### src/rtl/uart_tx_if.sv
// Parallel-side bundle of the UART transmitter: byte request, frame
// configuration, the serial line and the busy flag.
interface uart_tx_if #(
  parameter int DATA_WIDTH = 8
);
  logic [DATA_WIDTH-1:0] P_DATA;
  logic                  Data_Valid;
  logic                  PAR_EN;
  logic                  PAR_TYP;
  logic                  TX_OUT;
  logic                  busy;

  // Producer of bytes: drives the request and configuration, watches the line.
  modport master (
    output P_DATA, Data_Valid, PAR_EN, PAR_TYP,
    input  TX_OUT, busy
  );

  // The transmitter itself.
  modport slave (
    input  P_DATA, Data_Valid, PAR_EN, PAR_TYP,
    output TX_OUT, busy
  );
endinterface

### src/rtl/uart_tx.sv
// UART transmitter. One CLK cycle is one bit period. Frame: start bit,
// DATA_WIDTH data bits LSB-first, optional parity bit, stop bit.
// TX_OUT and busy are registered decodes of the current state, so the line
// trails the state register by one cycle.
module uart_tx #(
  parameter int DATA_WIDTH = 8
) (
  input  logic      CLK,
  input  logic      RST,
  uart_tx_if.slave  bus
);

  localparam int CNT_W = (DATA_WIDTH > 1) ? $clog2(DATA_WIDTH) : 1;
  localparam logic [CNT_W-1:0] LAST_BIT = CNT_W'(DATA_WIDTH - 1);

  localparam logic [2:0] IDLE   = 3'd0;
  localparam logic [2:0] START  = 3'd1;
  localparam logic [2:0] DATA   = 3'd2;
  localparam logic [2:0] PARITY = 3'd3;
  localparam logic [2:0] STOP   = 3'd4;

  logic [2:0]            state_q,   state_d;
  logic [CNT_W-1:0]      cnt_q,     cnt_d;
  logic [DATA_WIDTH-1:0] data_q,    data_d;
  logic                  par_en_q,  par_en_d;
  logic                  par_typ_q, par_typ_d;
  logic                  tx_out_q,  tx_out_d;
  logic                  busy_q,    busy_d;

  // Next-state logic; the request and configuration are captured only in IDLE.
  always_comb begin
    state_d   = state_q;
    cnt_d     = cnt_q;
    data_d    = data_q;
    par_en_d  = par_en_q;
    par_typ_d = par_typ_q;
    case (state_q)
      IDLE: begin
        if (bus.Data_Valid) begin
          data_d    = bus.P_DATA;
          par_en_d  = bus.PAR_EN;
          par_typ_d = bus.PAR_TYP;
          state_d   = START;
        end
      end
      START: begin
        cnt_d   = '0;
        state_d = DATA;
      end
      DATA: begin
        if (cnt_q == LAST_BIT) begin
          state_d = par_en_q ? PARITY : STOP;
        end else begin
          cnt_d = cnt_q + 1'b1;
        end
      end
      PARITY: state_d = STOP;
      STOP:   state_d = IDLE;
      default: begin
        state_d = IDLE;
        cnt_d   = '0;
      end
    endcase
  end

  // Line and busy decode of the current state; unknown encodings look idle.
  always_comb begin
    tx_out_d = 1'b1;
    busy_d   = 1'b0;
    case (state_q)
      START: begin
        tx_out_d = 1'b0;
        busy_d   = 1'b1;
      end
      DATA: begin
        tx_out_d = data_q[cnt_q];
        busy_d   = 1'b1;
      end
      PARITY: begin
        tx_out_d = (^data_q) ^ par_typ_q;
        busy_d   = 1'b1;
      end
      STOP: begin
        tx_out_d = 1'b1;
        busy_d   = 1'b1;
      end
      default: begin
        tx_out_d = 1'b1;
        busy_d   = 1'b0;
      end
    endcase
  end

  // State, latched frame contents and registered outputs; reset abandons any frame.
  always_ff @(posedge CLK or negedge RST) begin
    if (!RST) begin
      state_q   <= IDLE;
      cnt_q     <= '0;
      data_q    <= '0;
      par_en_q  <= 1'b0;
      par_typ_q <= 1'b0;
      tx_out_q  <= 1'b1;
      busy_q    <= 1'b0;
    end else begin
      state_q   <= state_d;
      cnt_q     <= cnt_d;
      data_q    <= data_d;
      par_en_q  <= par_en_d;
      par_typ_q <= par_typ_d;
      tx_out_q  <= tx_out_d;
      busy_q    <= busy_d;
    end
  end

  assign bus.TX_OUT = tx_out_q;
  assign bus.busy   = busy_q;

endmodule

### src/flat_wrapper.sv
// flat-port wrapper written by rule: the top's interface ports become plain ports
module uart_tx_flat 
#(
  parameter int DATA_WIDTH = 8
)
  (CLK, RST, bus_P_DATA, bus_Data_Valid, bus_PAR_EN, bus_PAR_TYP, bus_TX_OUT, bus_busy);
  uart_tx_if #(.DATA_WIDTH(DATA_WIDTH)) bus_i ();
  input  logic CLK;
  input  logic RST;
  input wire logic [$bits(bus_i.P_DATA)-1:0] bus_P_DATA;
  input wire logic [$bits(bus_i.Data_Valid)-1:0] bus_Data_Valid;
  input wire logic [$bits(bus_i.PAR_EN)-1:0] bus_PAR_EN;
  input wire logic [$bits(bus_i.PAR_TYP)-1:0] bus_PAR_TYP;
  output wire logic [$bits(bus_i.TX_OUT)-1:0] bus_TX_OUT;
  output wire logic [$bits(bus_i.busy)-1:0] bus_busy;
  assign bus_i.P_DATA = bus_P_DATA;
  assign bus_i.Data_Valid = bus_Data_Valid;
  assign bus_i.PAR_EN = bus_PAR_EN;
  assign bus_i.PAR_TYP = bus_PAR_TYP;
  assign bus_TX_OUT = bus_i.TX_OUT;
  assign bus_busy = bus_i.busy;
  uart_tx #(.DATA_WIDTH(DATA_WIDTH)) u_core (.CLK(CLK), .RST(RST), .bus(bus_i));
endmodule
### config.mk
export PLATFORM = sky130hd
export DESIGN_NAME = uart_tx_flat
export DESIGN_NICKNAME = d
export VERILOG_FILES = /design/src/rtl/uart_tx_if.sv /design/src/rtl/uart_tx.sv /design/src/flat_wrapper.sv
export SDC_FILE = /design/constraint.sdc
export NUM_CORES = 1
export LEC_CHECK = 0
export ABC_AREA = 1
export BUFFER_PORTS_ARGS = -buffer_cell sky130_fd_sc_hd__buf_2
export CAP_MARGIN = 20
export CORE_MARGIN = 3
export CORE_UTILIZATION = 30
export CTS_CLUSTER_SIZE = 30
export DETAILED_ROUTE_END_ITERATION = 6
export PLACE_DENSITY = 0.56
export SYNTH_ARGS = -nofsm -noshare
export SYNTH_HDL_FRONTEND = slang
export SYNTH_SLANG_ARGS = --single-unit
### constraint.sdc
create_clock -name CLK -period 2.21 [get_ports CLK]
set_clock_uncertainty 0.2 [all_clocks]
set_input_delay 0.221 -clock CLK [delete_from_list [all_inputs] [get_ports CLK]]
set_output_delay 0.221 -clock CLK [all_outputs]
set_load 0.03 [all_outputs]
# Yosys cells after proc, flatten, opt, wreduce, memory -nomap -nowiden
# Cells that the tools add are included.
[totals]
wordCells = 36
input_bits = 13
output_inout_bits = 2
register_bits = 18
[op_classes]
muxes = 10
n_reduce_logical = 7
eq_ne = 8
add_sub_neg = 1
magnitude_cmp = 1
bitwise = 2
[op_table]
columns = ["operator", "n"]
rows = [
  ["$mux W3", 4],
  ["$pmux W3 S4", 1],
  ["$reduce_xor A8 Y1", 1],
  ["$eq A3 B2 Y1 const B", 2],
  ["$eq A3 B3 Y1 const B", 2],
  ["$pmux W3 S2", 1],
  ["$reduce_and A2 Y1", 3],
  ["$lt A3 B4 Y1 const B", 1],
  ["$ne A2 B2 Y1 const B", 2],
  ["$reduce_or A4 Y1", 1],
  ["$add A3 B1 Y3 const B", 1],
  ["$bmux W1 S3", 1],
  ["$eq A3 B1 Y1 const B", 1],
  ["$logic_not A3 Y1", 1],
  ["$pmux W1 S3", 1],
  ["$reduce_or A3 Y1", 1],
  ["$mux W1", 2],
  ["$ne A2 B1 Y1 const B", 1],
  ["$not A1 Y1", 1],
  ["$xor A1 B1 Y1", 1],
]

# Depth between registers and ports, before layout
# Gate-level depths: netlist of the first run.
[logic_depth]
ltp_word = 4
ltp_mapped = 10
ltp_nobuf = 10

# Worst setup path before layout of the first run
# No wires, ideal clock.
[synth_path]
path_kind = "register to register"
startpoint = "reg u_core.cnt_q[0]"
endpoint = "reg u_core.cnt_q[2]"
synth_period_minus_slack_ns = 1.598
setup_time_ns = 0.083
setup_slack_ns = 0.612
required_time_ns = 1.927
arrival_time_ns = 1.316
stages_incl_launch_ff = 8
n_path_buf = 0
cell_sequence = "dfrtp_1 ha_1 ha_1 nor2_1 nor2_1 nor2_1 nand3_1 o21ai_0"
[synth_between]
elab_chain_cells = 3
elab_cells_between_ends = 6
cone_classes = "add/sub: 1; eq/ne: 2; mux: 2; reduce/logical: 1"
[synth_rtl]
columns = ["element", "line_no", "source"]
rows = [
  ["start, declared", "uart_tx.sv:23", "logic [CNT_W-1:0] cnt_q, cnt_d;"],
  ["start signal, assigned", "uart_tx.sv:106", "cnt_q <= cnt_d;"],
  ["$add A3 B1 Y3 / $eq A3 B3 Y1 (equally long branches)", "uart_tx.sv:54, uart_tx.sv:51", ""],
  ["$mux W3 / $ne A2 B2 Y1 (equally long branches)", "-", ""],
  ["$pmux W3 S2 / $reduce_and A2 Y1 (equally long branches)", "-", ""],
]
# Several ways; a longest one is shown, not always the timed one. The select of a mux whose other input is x is not followed.
# A chain may end at the register's enable or synchronous reset.

# Final worst setup path of the first run
# Ends and elaborated chain as after synthesis.

==> flow_summary.rst, run 1 <==
.. list-table::
   :header-rows: 1

   * - Metric
     - Value
   * - Fin worst setup slack
     - 450 ps
   * - Non-filler cells, final
     - 199
   * - Insertion delay of the later-clocked pin in the worst-skew pair
     - 300 ps
   * - Reg-to-reg slack, setup
     - 450 ps
   * - Diodes inserted
     - 0
   * - Top fanout value on the critical path
     - 8
   * - Internal power
     - 0.000955 W
   * - Congestion Overflow GR
     - 0
   * - Routed vias
     - 873
   * - Share of post-route cells with drive strength above 1
     - 23.2%
   * - P&R area growth vs syn
     - 25.6%
   * - Unrepaired setup endpoints after global routing
     - no
   * - Count of nets after finishing
     - 171
   * - Endpoints failing setup
     - 0
   * - Relative contribution of sequential cells to total power
     - 35.0%
   * - Cells taking the most area after synthesis
     - sky130_fd_sc_hd__dfrtp_1 42%, sky130_fd_sc_hd__nand2_1 14%, sky130_fd_sc_hd__a21oi_2 6.0%, sky130_fd_sc_hd__nand3_1 5.9%, sky130_fd_sc_hd__inv_1 5.9%
   * - Startpoint of the worst-slack reg-to-reg timing path
     - u_core.cnt_q[0]
   * - Power per standard cell area
     - 1380 mW/mm^2
   * - Period utilisation layout
     - 79.6%
   * - Final instance area
     - 0.00128 sq mm
   * - Origin of the worst setup path
     - u_core.cnt_q[0]
   * - Layout fillers
     - 346
   * - Final Critical Period
     - 1760 ps
   * - Cell variety after synth
     - 20
   * - Max Clk Rate
     - 568 MHz
   * - Number of clock sinks
     - 18
   * - #FFs+latches synth
     - 18
   * - Leak Pwr
     - 0.661 nW
   * - Critical hold path startpoint
     - bus_Data_Valid
   * - Top-area cell type share of the netlist area
     - 41.9%
   * - Gr usage total
     - 10.7%
   * - Post-CTS Setup Repair Bufs
     - 0
   * - Overall die height
     - 64.2 microns
   * - Mean cell area of the mapped netlist
     - 8.00 sq um
   * - CTS clk-pin slew, worst paths
     - 110 ps
   * - Synth warnings
     - 0
   * - End of the worst register-to-register path
     - u_core.cnt_q[2]
   * - Number of global-route vias before repair
     - 791
   * - Startpoint types
     - flop
   * - VDD IR max
     - 0.000331 V
   * - Worst Hold Path EP
     - u_core.state_q[2]
   * - Initial antenna violation count
     - 0
   * - Max-cap violations
     - 0
   * - DRT antenna net count
     - 0
   * - I/O pin count
     - 15
   * - Transition time at the pin with the least slew margin
     - 404 ps
   * - Endpoint class of the critical path
     - flop
   * - Number of standard cells after synthesis
     - 127
   * - Cell row count
     - 20
   * - Mean routed wirelength per cell
     - 10.1 microns
   * - Required time worst endpoint
     - 2240 ps
   * - Leading area contributor after synthesis
     - sky130_fd_sc_hd__dfrtp_1
   * - Largest net degree at the start of global routing
     - 19
   * - Number of CTS-inserted buffers
     - 3
   * - Run status
     - finished, final reports clean
   * - Clock Tree Buf Depth
     - 2
   * - Detailed router's first-iteration violation count
     - 37
   * - Clock share of power
     - 11.9%
   * - Final HPWL DP
     - 1460 microns
   * - Max-slew headroom
     - 73.1%
   * - Worst-case setup slack after placement
     - 447 ps
   * - Drc violations
     - 0
   * - Sum of negative setup slack
     - 0 ps
   * - Sequential-to-total area share from yosys stat
     - 44.5%
   * - Depth of the worst register-to-register path
     - 7
   * - Die ar.
     - 0.00412 sq mm
   * - Count of cells resized by post-cts repair
     - 0
   * - Global-route wire length before repair
     - 3390 microns
   * - Core Footprint
     - 0.00315 sq mm
   * - Post-DR vias/cell
     - 4.39
   * - CTS tree
     - built
   * - Hold Worst Slack
     - 115 ps
   * - Logic gate share of total power
     - 53.1%
   * - Switching share of power
     - 45.8%
   * - CTS root buf
     - sky130_fd_sc_hd__clkbuf_4
   * - Synthesized net count
     - 142
   * - Routed WL
     - 2020 microns
   * - Number of pins with negative max-slew slack in the final report
     - 0
   * - Starting density of the core
     - 32.2%
   * - Instance area after placement
     - 0.00113 sq mm
   * - Initial DRT Pass Iterations
     - 4
   * - Placed Cells incl. Taps
     - 184
   * - Arrival time of data at the critical path endpoint
     - 1790 ps
   * - Number of input and output port buffers inserted
     - 14
   * - Min-delay worst type
     - primary input to flop
   * - CTS H-tree lvls
     - 1
   * - Total net switching power
     - 0.000806 W
   * - Post-synth design cell area
     - 0.00102 sq mm
   * - Worst setup path category
     - flop to flop
   * - Final count of hold timing violations
     - 0
   * - Number of cells on the worst hold path
     - 3
   * - Placer Congestion
     - 0.778
   * - Die W
     - 64.2 microns
through the flow:
step           power, W  util, %
3_3_place_gp    0.00153     35.8
4_1_cts         0.00177     40.5
3_5_place_dp    0.00155     35.8
2_1_floorplan   0.00137        -
5_1_grt         0.00193     40.5
6_report        0.00176     40.5
metal layers:
metal / routed length (microns) / GRT usage, % / share of wire, %
met4: 57 / 7.12 / 2.8
met1: 947 / 12.3 / 47
met2: 987 / 18.3 / 49
met3: 23 / 1.58 / 1.1
met5: 0 / 0 / 0
area by class of cell:
cell class              instances  area, sq um  share of cell area (%)
inverters                      17         63.8                    5.00
repair buffers                 25          180                    14.1
clock buffers                   4         36.3                    2.84
well taps                      44         55.1                    4.31
flip-flops and latches         18          452                    35.4
multi-input cells              91          489                    38.3
power groups by stage:
stage | Combinational (W) | Sequential, W | Clock (W)
floorplan | 0.000733 | 0.000634 | 0
global placement | 0.000910 | 0.000616 | 0
detailed placement | 0.000927 | 0.000620 | 0
CTS | 0.000946 | 0.000613 | 0.000213
global route | 0.00106 | 0.000636 | 0.000237
finish | 0.000935 | 0.000617 | 0.000209
critical path, cell delays in order (launching register included):
cell	delay [ps]
sky130_fd_sc_hd__dfrtp_1	470
sky130_fd_sc_hd__ha_1	230
sky130_fd_sc_hd__ha_1	170
sky130_fd_sc_hd__nor2_1	200
sky130_fd_sc_hd__nor2_1	80
sky130_fd_sc_hd__nor2_1	170
sky130_fd_sc_hd__nand3_1	80
sky130_fd_sc_hd__o21ai_0	80
repair_timing:
action | CTS | global route
hold buffers | 11 | 0
endpoints found under the setup margin | 0 | 0
endpoints found under the hold margin | 28 | 0
registers in the layout, indices dropped and copies added, names as in the netlist:
| register | flops |
|---|---|
| u_core.bus.TX_OUT | 1 |
| u_core.bus.busy | 1 |
| u_core.cnt_q | 3 |
| u_core.data_q | 8 |
| u_core.par_en_q | 1 |
| u_core.par_typ_q | 1 |
| u_core.state_q | 3 |
how the worst max path moves through the flow:
| stage | endpoint | slack, ps |
|---|---|---|
| global placement | u_core.cnt_q[2] | 530 |
| finish | u_core.cnt_q[2] | 450 |
| detailed placement | u_core.cnt_q[2] | 450 |
| global route | u_core.cnt_q[2] | 280 |
| floorplan | u_core.cnt_q[2] | 610 |
| CTS | u_core.cnt_q[2] | 430 |
cells in the mapped netlist, drive strengths merged:
cell type,n
nand2,40
nor2,18
dfrtp,17
inv,17
nand3,12
a21oi,8
o21ai,5
mux2,3
ha,2
buf,1
dfstp,1
o211ai,1
xnor2,1
xor2,1
placed cells by master (no fill, tap or decap):
cell type                        n
sky130_fd_sc_hd__nand2_1        38
sky130_fd_sc_hd__dfrtp_1        17
sky130_fd_sc_hd__inv_1          16
sky130_fd_sc_hd__nor2_1         14
sky130_fd_sc_hd__buf_2          14
sky130_fd_sc_hd__nand3_1        12
sky130_fd_sc_hd__dlygate4sd3_1  11
sky130_fd_sc_hd__a21oi_2         7
sky130_fd_sc_hd__o21ai_0         5
sky130_fd_sc_hd__nor2_2          3
sky130_fd_sc_hd__mux2_4          3
sky130_fd_sc_hd__clkbuf_4        3
sky130_fd_sc_hd__ha_1            2
sky130_fd_sc_hd__xnor2_1         1
sky130_fd_sc_hd__o211ai_1        1
sky130_fd_sc_hd__nor2_4          1
sky130_fd_sc_hd__xor2_1          1
sky130_fd_sc_hd__nand2_2         1
sky130_fd_sc_hd__inv_2           1
sky130_fd_sc_hd__a21oi_1         1
sky130_fd_sc_hd__nand2_4         1
sky130_fd_sc_hd__clkbuf_8        1
sky130_fd_sc_hd__dfstp_2         1
cell families (layout without fill, tap and decap cells):
family / count (synthesis) / count (layout) / share of synthesized area [%]
adder cells (fa/ha/maj): 2 / 2 / 2.46
multiplexers: 3 / 3 / 4.43
flip-flops: 18 / 18 / 44.5
XOR/XNOR: 2 / 2 / 1.72
buffers and inverters: 18 / 46 / 7.39
AO/OA/AOI/OAI: 14 / 14 / 9.73
AND/OR/NAND/NOR: 70 / 70 / 29.8
Power figures use the tool's default switching activity.
==> inputs of run 2 (changes only) <==
Settings changed: ABC_AREA 1 to 0, PLACE_DENSITY 0.56 to 0.58.
Clock period 2.21 ns to 1.6 ns, I/O delays scaled along.
==> flow_summary.rst, run 2 <==
.. list-table::
   :header-rows: 1

   * - Metric
     - Value
   * - Run status
     - finished with violations
   * - Violated checks
     - setup timing
   * - Insertion delay of the later-clocked pin in the worst-skew pair
     - 310 ps (about the same)
   * - Sequential-to-total area share from yosys stat
     - 47.3% (+2.9 points)
   * - Depth of the worst register-to-register path
     - 4 (-3)
   * - CTS root buf
     - sky130_fd_sc_hd__clkbuf_4
   * - Most frequently used cell type in the post-synthesis netlist
     - sky130_fd_sc_hd__dfrtp_1
   * - Post-synth design cell area
     - 955 sq um (-6.0%)
   * - Max-cap violations
     - 0 (unchanged)
   * - Registers with the most flip-flops
     - u_core.data_q (8), u_core.cnt_q (3), u_core.state_q (3)
   * - Number of cells on the worst hold path
     - 4 (+1)
   * - Endpoints failing setup
     - 2 (+2)
   * - Fin worst setup slack
     - -23.2 ps (-473 ps)
   * - Placer Congestion
     - 0.750 (-3.5%)
   * - DRT antenna net count
     - 0 (unchanged)
   * - Cells taking the most area after synthesis
     - sky130_fd_sc_hd__dfrtp_1 45%, sky130_fd_sc_hd__mux2_2 12%, sky130_fd_sc_hd__mux4_1 5.5%, sky130_fd_sc_hd__xnor2_1 4.6%, sky130_fd_sc_hd__dfstp_2 2.8%
   * - Instance area after placement
     - 0.00113 sq mm (+0.22%)
   * - Transition time at the pin with the least slew margin
     - 422 ps (+17.6 ps)
   * - Endpoint class of the critical path
     - flop
   * - Max-slew headroom
     - 71.9% (-1.2 points)
   * - Number of clock sinks
     - 18 (unchanged)
   * - Top fanout value on the critical path
     - 4 (-4)
   * - Period utilisation layout
     - 101% (+22 points)
   * - CTS tree
     - built
   * - Congestion Overflow GR
     - 0 (unchanged)
   * - Layout fillers
     - 291 (-16%)
   * - Final instance area
     - 0.00131 sq mm (+2.8%)
   * - Core Footprint
     - 0.00290 sq mm (-8.0%)
   * - Clock Tree Buf Depth
     - 2 (unchanged)
   * - CTS H-tree lvls
     - 1 (unchanged)
   * - Mean routed wirelength per cell
     - 13.3 microns (+31%)
   * - Termination of the worst setup path
     - u_core.bus.TX_OUT
   * - Startpoint of the worst-slack reg-to-reg timing path
     - u_core.cnt_q[1]
   * - Mean cell area of the mapped netlist
     - 12.7 sq um (+59%)
   * - Share of post-route cells with drive strength above 1
     - 42.6% (+19 points)
   * - Top library cells by usage in the layout, fill and taps aside
     - 16 x sky130_fd_sc_hd__dfrtp_1, 14 x sky130_fd_sc_hd__buf_2, 11 x sky130_fd_sc_hd__dlygate4sd3_1
   * - Number of input and output port buffers inserted
     - 14 (unchanged)
   * - Gr usage total
     - 11.4% (+0.69 points)
   * - Total area of multi-input combinational cells
     - 520 sq um (+6.4%)
   * - Number of pins with negative max-slew slack in the final report
     - 0 (unchanged)
   * - CTS clk-pin slew, worst paths
     - 110 ps (about the same)
   * - Worst setup path category
     - flop to flop
   * - Initial antenna violation count
     - 0 (unchanged)
   * - Power per standard cell area
     - 1930 mW/mm^2 (+40%)
   * - Initial DRT Pass Iterations
     - 4 (unchanged)
   * - Sum of internal, switching and leakage power
     - 0.00253 W (+44%)
   * - Top-area cell type share of the netlist area
     - 44.6% (+2.7 points)
   * - Number of standard cells after synthesis
     - 75 (-41%)
   * - End of the worst register-to-register path
     - u_core.bus.TX_OUT
   * - Unrepaired setup endpoints after global routing
     - yes
   * - Synth warnings
     - 0 (unchanged)
   * - Leak Pwr
     - 0.567 nW (-14%)
   * - Drc violations
     - 0 (unchanged)
   * - Footprint of the flip-flops and latches
     - 453 sq um (+0.28%)
   * - Final HPWL DP
     - 1350 microns (-7.4%)
   * - Post-DR vias/cell
     - 4.67 (+6.5%)
   * - Overall die height
     - 62.4 microns (-2.8%)
   * - Routed vias
     - 701 (-20%)
   * - Arrival time of data at the critical path endpoint
     - 1640 ps (-150 ps)
   * - Most common cell after layout, fill and taps aside
     - sky130_fd_sc_hd__dfrtp_1
   * - Min-delay worst type
     - primary input to flop
   * - Starting density of the core
     - 32.9% (+0.69 points)
   * - Largest net degree at the start of global routing
     - 19 (unchanged)
   * - Global-route wire length before repair
     - 3420 microns (+0.83%)
   * - Required time worst endpoint
     - 1620 ps (-620 ps)
   * - Critical hold path startpoint
     - bus_Data_Valid
   * - Startpoint types
     - flop
   * - Count of nets after finishing
     - 124 (-27%)
   * - Final count of hold timing violations
     - 0 (unchanged)
   * - Routed WL
     - 1990 microns (-1.3%)
   * - Ranking of synthesized cells by instance count
     - 17 x sky130_fd_sc_hd__dfrtp_1, 10 x sky130_fd_sc_hd__mux2_2, 5 x sky130_fd_sc_hd__nand2_1, 5 x sky130_fd_sc_hd__xnor2_1, 4 x sky130_fd_sc_hd__o21ai_1
   * - Number of global-route vias before repair
     - 752 (-4.9%)
   * - Cell variety after synth
     - 28 (+40%)
   * - Die ar.
     - 0.00390 sq mm (-5.5%)
   * - P&R area growth vs syn
     - 37.5%
   * - Largest register FFs
     - 8 (unchanged)
   * - Detailed router's first-iteration violation count
     - 7 (-81%)
   * - #FFs+latches synth
     - 18 (unchanged)
   * - Leading area contributor after synthesis
     - sky130_fd_sc_hd__dfrtp_1
   * - Final Core Density
     - 45.3% (+4.8 points)
   * - Final Critical Period
     - 1620 ps (-137 ps)
   * - Cell row count
     - 19 (-5.0%)
   * - Sum of negative setup slack
     - -23.9 ps (-23.9 ps)
   * - Max Clk Rate
     - 616 MHz (+8.4%)
   * - Largest Register
     - u_core.data_q
   * - VDD IR max
     - 0.000940 V (+180%)
   * - I/O pin count
     - 15 (unchanged)
   * - Number of enable-type register cells in the synthesized netlist
     - 0 (unchanged)
   * - Async set or reset register ratio after synthesis
     - 100% (unchanged)
   * - Synthesized net count
     - 90 (-37%)
   * - Reg-to-reg slack, setup
     - -20 ps (-470 ps)
   * - Number of CTS-inserted buffers
     - 3 (unchanged)
   * - Flip-flop cell with the highest count after synthesis
     - sky130_fd_sc_hd__dfrtp_1
   * - Origin of the worst setup path
     - u_core.cnt_q[1]
   * - Die W
     - 62.4 microns (-2.8%)
   * - Diodes inserted
     - 0 (unchanged)
run 2: changes by cell type after synthesis, moves of 7 or more:
| cell | before | now |
|---|---|---|
| sky130_fd_sc_hd__a21oi_2 | 7 | 0 |
| sky130_fd_sc_hd__inv_1 | 16 | 2 |
| sky130_fd_sc_hd__mux2_2 | 0 | 10 |
| sky130_fd_sc_hd__nand2_1 | 38 | 5 |
| sky130_fd_sc_hd__nand3_1 | 12 | 0 |
| sky130_fd_sc_hd__nor2_1 | 14 | 2 |
run 2: stage by stage:
step / cells / worst slack [ps] / hold WS (ps)
2_1_floorplan: 75 / 7.73 / -336
3_3_place_gp: 135 / -18.0 / -85.1
3_5_place_dp: 135 / -50.3 / -78.4
4_1_cts: 150 / -44.0 / 79.6
5_1_grt: 150 / -84.2 / 84.1
6_report: 150 / -23.2 / 87.2
run 2: per-layer routing:
metal  global-route usage [%]  wire length (microns)  part of all wire, %
met1                     13.5                    869                   44
met3                     1.62                     65                  3.3
met4                     7.44                     52                  2.6
met2                     19.2                   1000                   50
met5                        0                      0                    0
run 2: what timing repair did:
item	in CTS	in global routing
pin swaps	2	4
gates resized for setup	5	8
setup buffers	0	0
endpoints found under the setup margin	4	13
hold endpoints to repair	28	0
hold buffers	11	0
run 2: area by class of cell:
cell class / count / share of cell area (%)
well taps: 42 / 4.00
repair buffers: 33 / 19.3
clock buffers: 4 / 2.00
multi-input cells: 51 / 39.7
inverters: 2 / 0.572
flip-flops and latches: 18 / 34.5
run 2: kinds of logic (layout without fill, tap and decap cells):
kind of cell    count (synthesis)  count (layout)  share of synthesized area, %
buf+inv                         6              39                          3.80
flops                          18              18                          47.3
fa+ha+maj                       2               2                          2.62
mux                            14              14                          19.4
compound gates                 15              15                          11.4
simple gates                   13              13                          7.60
xor+xnor                        7               7                          7.86
run 2: power by group:
part	total (W)	internal [W]	leakage (nW)	switching (W)
clock network	0.000246	0.0000973	0.0150	0.000148
logic	0.00140	0.000830	0.335	0.000572
registers	0.000880	0.000679	0.217	0.000201
run 2: worst max-delay path: stages, from the launching register on:
cell and delay (ps):
sky130_fd_sc_hd__dfrtp_2 450, sky130_fd_sc_hd__mux4_2 510, sky130_fd_sc_hd__mux2i_1 150, sky130_fd_sc_hd__a21o_2 150, sky130_fd_sc_hd__o311ai_2 80
run 2: how the worst min path moves through the flow:
stage,end,slack [ps]
after global placement,u_core.bus.busy,-90
after CTS,u_core.state_q[0],80
after detailed placement,u_core.bus.busy,-80
after global routing,u_core.state_q[0],80
final,u_core.state_q[0],90
after floorplan,u_core.bus.busy,-340
==> inputs of run 3 (changes only) <==
Settings changed: SKIP_CTS_REPAIR_TIMING set to 1.
==> flow_summary.rst, run 3 (same netlist as run 2, synthesis figures left out) <==
.. list-table::
   :header-rows: 1

   * - Metric
     - Value
   * - Run status
     - finished with violations
   * - Violated checks
     - setup timing
   * - Clock share of power
     - 8.9% (-0.8 points)
   * - Count of nets after finishing
     - 126 (+1.6%)
   * - Core Footprint
     - 0.00290 sq mm (unchanged)
   * - Largest register FFs
     - 8 (unchanged)
   * - CTS tree
     - built
   * - Insertion delay of the later-clocked pin in the worst-skew pair
     - 300 ps (about the same)
   * - Drc violations
     - 0 (unchanged)
   * - Number of global-route vias before repair
     - 717 (-4.7%)
   * - Relative contribution of sequential cells to total power
     - 32.7% (-2.1 points)
   * - Transition time at the pin with the least slew margin
     - 420 ps (-1.51 ps)
   * - Routed WL
     - 2160 microns (+8.3%)
   * - Final instance area
     - 0.00138 sq mm (+5.1%)
   * - Worst setup path category
     - flop to flop
   * - P&R area growth vs syn
     - 44.6%
   * - Switching share of power
     - 36.1% (-0.32 points)
   * - Leak Pwr
     - 0.606 nW (+7.0%)
   * - Cell row count
     - 19 (unchanged)
   * - Final Critical Period
     - 1650 ps (+25.5 ps)
   * - Layout fillers
     - 281 (-3.4%)
   * - Max-slew headroom
     - 72.0% (+0.10 points)
   * - Gr usage total
     - 10.8% (-0.61 points)
   * - Min-delay worst type
     - primary input to async pin
   * - Initial antenna violation count
     - 0 (unchanged)
   * - Top fanout value on the critical path
     - 4 (unchanged)
   * - Origin of the worst setup path
     - u_core.cnt_q[1]
   * - Final count of hold timing violations
     - 0 (unchanged)
   * - Startpoint types
     - flop
   * - Number of pins with negative max-slew slack in the final report
     - 0 (unchanged)
   * - Post-DR vias/cell
     - 4.78 (+2.2%)
   * - CTS H-tree lvls
     - 1 (unchanged)
   * - Fin worst setup slack
     - -48.8 ps (-25.5 ps)
   * - Top library cells by usage in the layout, fill and taps aside
     - 16 x sky130_fd_sc_hd__dfrtp_1, 14 x sky130_fd_sc_hd__buf_2, 11 x sky130_fd_sc_hd__dlygate4sd3_1
   * - Largest Register
     - u_core.data_q
   * - Die W
     - 62.4 microns (unchanged)
   * - Startpoint of the worst-slack reg-to-reg timing path
     - u_core.cnt_q[1]
   * - End of the worst register-to-register path
     - u_core.bus.TX_OUT
   * - DRT antenna net count
     - 0 (unchanged)
   * - Congestion Overflow GR
     - 0 (unchanged)
   * - Max-cap violations
     - 0 (unchanged)
   * - Required time worst endpoint
     - 1620 ps (about the same)
   * - Starting density of the core
     - 32.9% (unchanged)
   * - Max Clk Rate
     - 607 MHz (-1.5%)
   * - Share of post-route cells with drive strength above 1
     - 46.4% (+3.8 points)
   * - Unrepaired setup endpoints after global routing
     - yes
   * - Most common cell after layout, fill and taps aside
     - sky130_fd_sc_hd__dfrtp_1
   * - Largest net degree at the start of global routing
     - 19 (unchanged)
   * - Logic gate share of total power
     - 58.4% (+2.9 points)
   * - Worst-case setup slack after placement
     - -50.3 ps (unchanged)
   * - Number of CTS-inserted buffers
     - 3 (unchanged)
   * - Final Core Density
     - 47.6% (+2.3 points)
   * - Registers with the most flip-flops
     - u_core.data_q (8), u_core.cnt_q (3), u_core.state_q (3)
   * - Final HPWL DP
     - 1350 microns (unchanged)
   * - Power per standard cell area
     - 1950 mW/mm^2 (+1.5%)
   * - Depth of the worst register-to-register path
     - 4 (unchanged)
   * - Overall die height
     - 62.4 microns (unchanged)
   * - Number of input and output port buffers inserted
     - 14 (unchanged)
   * - Arrival time of data at the critical path endpoint
     - 1670 ps (+30 ps)
   * - Endpoints failing setup
     - 10 (+8)
   * - Mean routed wirelength per cell
     - 14.2 microns (+6.9%)
   * - Clock Tree Buf Depth
     - 2 (unchanged)
   * - Diodes inserted
     - 0 (unchanged)
   * - Global-route wire length before repair
     - 3260 microns (-4.5%)
   * - Number of clock sinks
     - 18 (unchanged)
   * - Hold Worst Slack
     - 116 ps (+28.7 ps)
   * - VDD IR max
     - 0.000884 V (-6.0%)
   * - Die ar.
     - 0.00390 sq mm (unchanged)
   * - Detailed router's first-iteration violation count
     - 9 (+2)
   * - Period utilisation layout
     - 103% (+1.6 points)
   * - CTS clk-pin slew, worst paths
     - 110 ps (about the same)
   * - Internal power
     - 0.00172 W (+7.2%)
   * - CTS root buf
     - sky130_fd_sc_hd__clkbuf_4
   * - Endpoint class of the critical path
     - flop
   * - Routed vias
     - 726 (+3.6%)
   * - Total net switching power
     - 0.000974 W (+5.8%)
   * - Placer Congestion
     - 0.750 (unchanged)
   * - I/O pin count
     - 15 (unchanged)
   * - Initial DRT Pass Iterations
     - 4 (unchanged)
   * - Reg-to-reg slack, setup
     - -50 ps (-30 ps)
   * - Instance area after placement
     - 0.00113 sq mm (unchanged)
==> run 3: stage by stage <==
step / TNS, ps / std cells / total power (W)
6_report: -194 / 152 / 0.00270
5_1_grt: -593 / 152 / 0.00287
4_1_cts: -251 / 139 / 0.00241
3_5_place_dp: -108 / 135 / 0.00216
3_3_place_gp: -21.7 / 135 / 0.00212
2_1_floorplan: 0 / 75 / 0.00185
==> run 3: per-layer routing <==
| layer | vias up | wire length [microns] | share of wire [%] | global-route usage [%] |
|---|---|---|---|---|
| li1 | 341 | - | - | - |
| met3 | 6 | 75 | 3.5 | 1.80 |
| met4 | 0 | 51 | 2.4 | 7.44 |
| met2 | 17 | 1090 | 50 | 17.0 |
| met5 | - | 0 | 0 | 0 |
| met1 | 362 | 940 | 44 | 13.4 |
==> run 3: cell type report <==
class                           instances  area, sq um  share of cell area [%]
Inverter                                2         7.51                   0.544
Multi-Input combinational cell         51          556                    40.3
Clock buffer                            4         26.3                    1.90
Tap cell                               42         52.6                    3.81
Sequential cell                        18          453                    32.8
Timing Repair Buffer                   35          285                    20.7
==> run 3: worst max-delay path by stage <==
stage                              to  cells past startpoint
floorplan           u_core.bus.TX_OUT                      4
global placement    u_core.bus.TX_OUT                      4
detailed placement    u_core.cnt_q[2]                      6
CTS                   u_core.cnt_q[2]                      6
global route          u_core.cnt_q[2]                      6
finish              u_core.bus.TX_OUT                      4
==> run 3: power groups by stage <==
stage                     Sequential, W  Clock [W]  Combinational (W)
final                          0.000881   0.000241            0.00157
after global routing           0.000907   0.000274            0.00169
after CTS                      0.000858   0.000255            0.00130
after detailed placement       0.000868          0            0.00129
after global placement         0.000856          0            0.00126
after floorplan                0.000884          0           0.000961
==> run 3: worst max-delay path, stage by stage, from the launching register on <==
cell and delay, ps:
sky130_fd_sc_hd__dfrtp_2 440, sky130_fd_sc_hd__mux4_1 550, sky130_fd_sc_hd__mux2i_1 140, sky130_fd_sc_hd__a21o_2 150, sky130_fd_sc_hd__o311ai_2 80
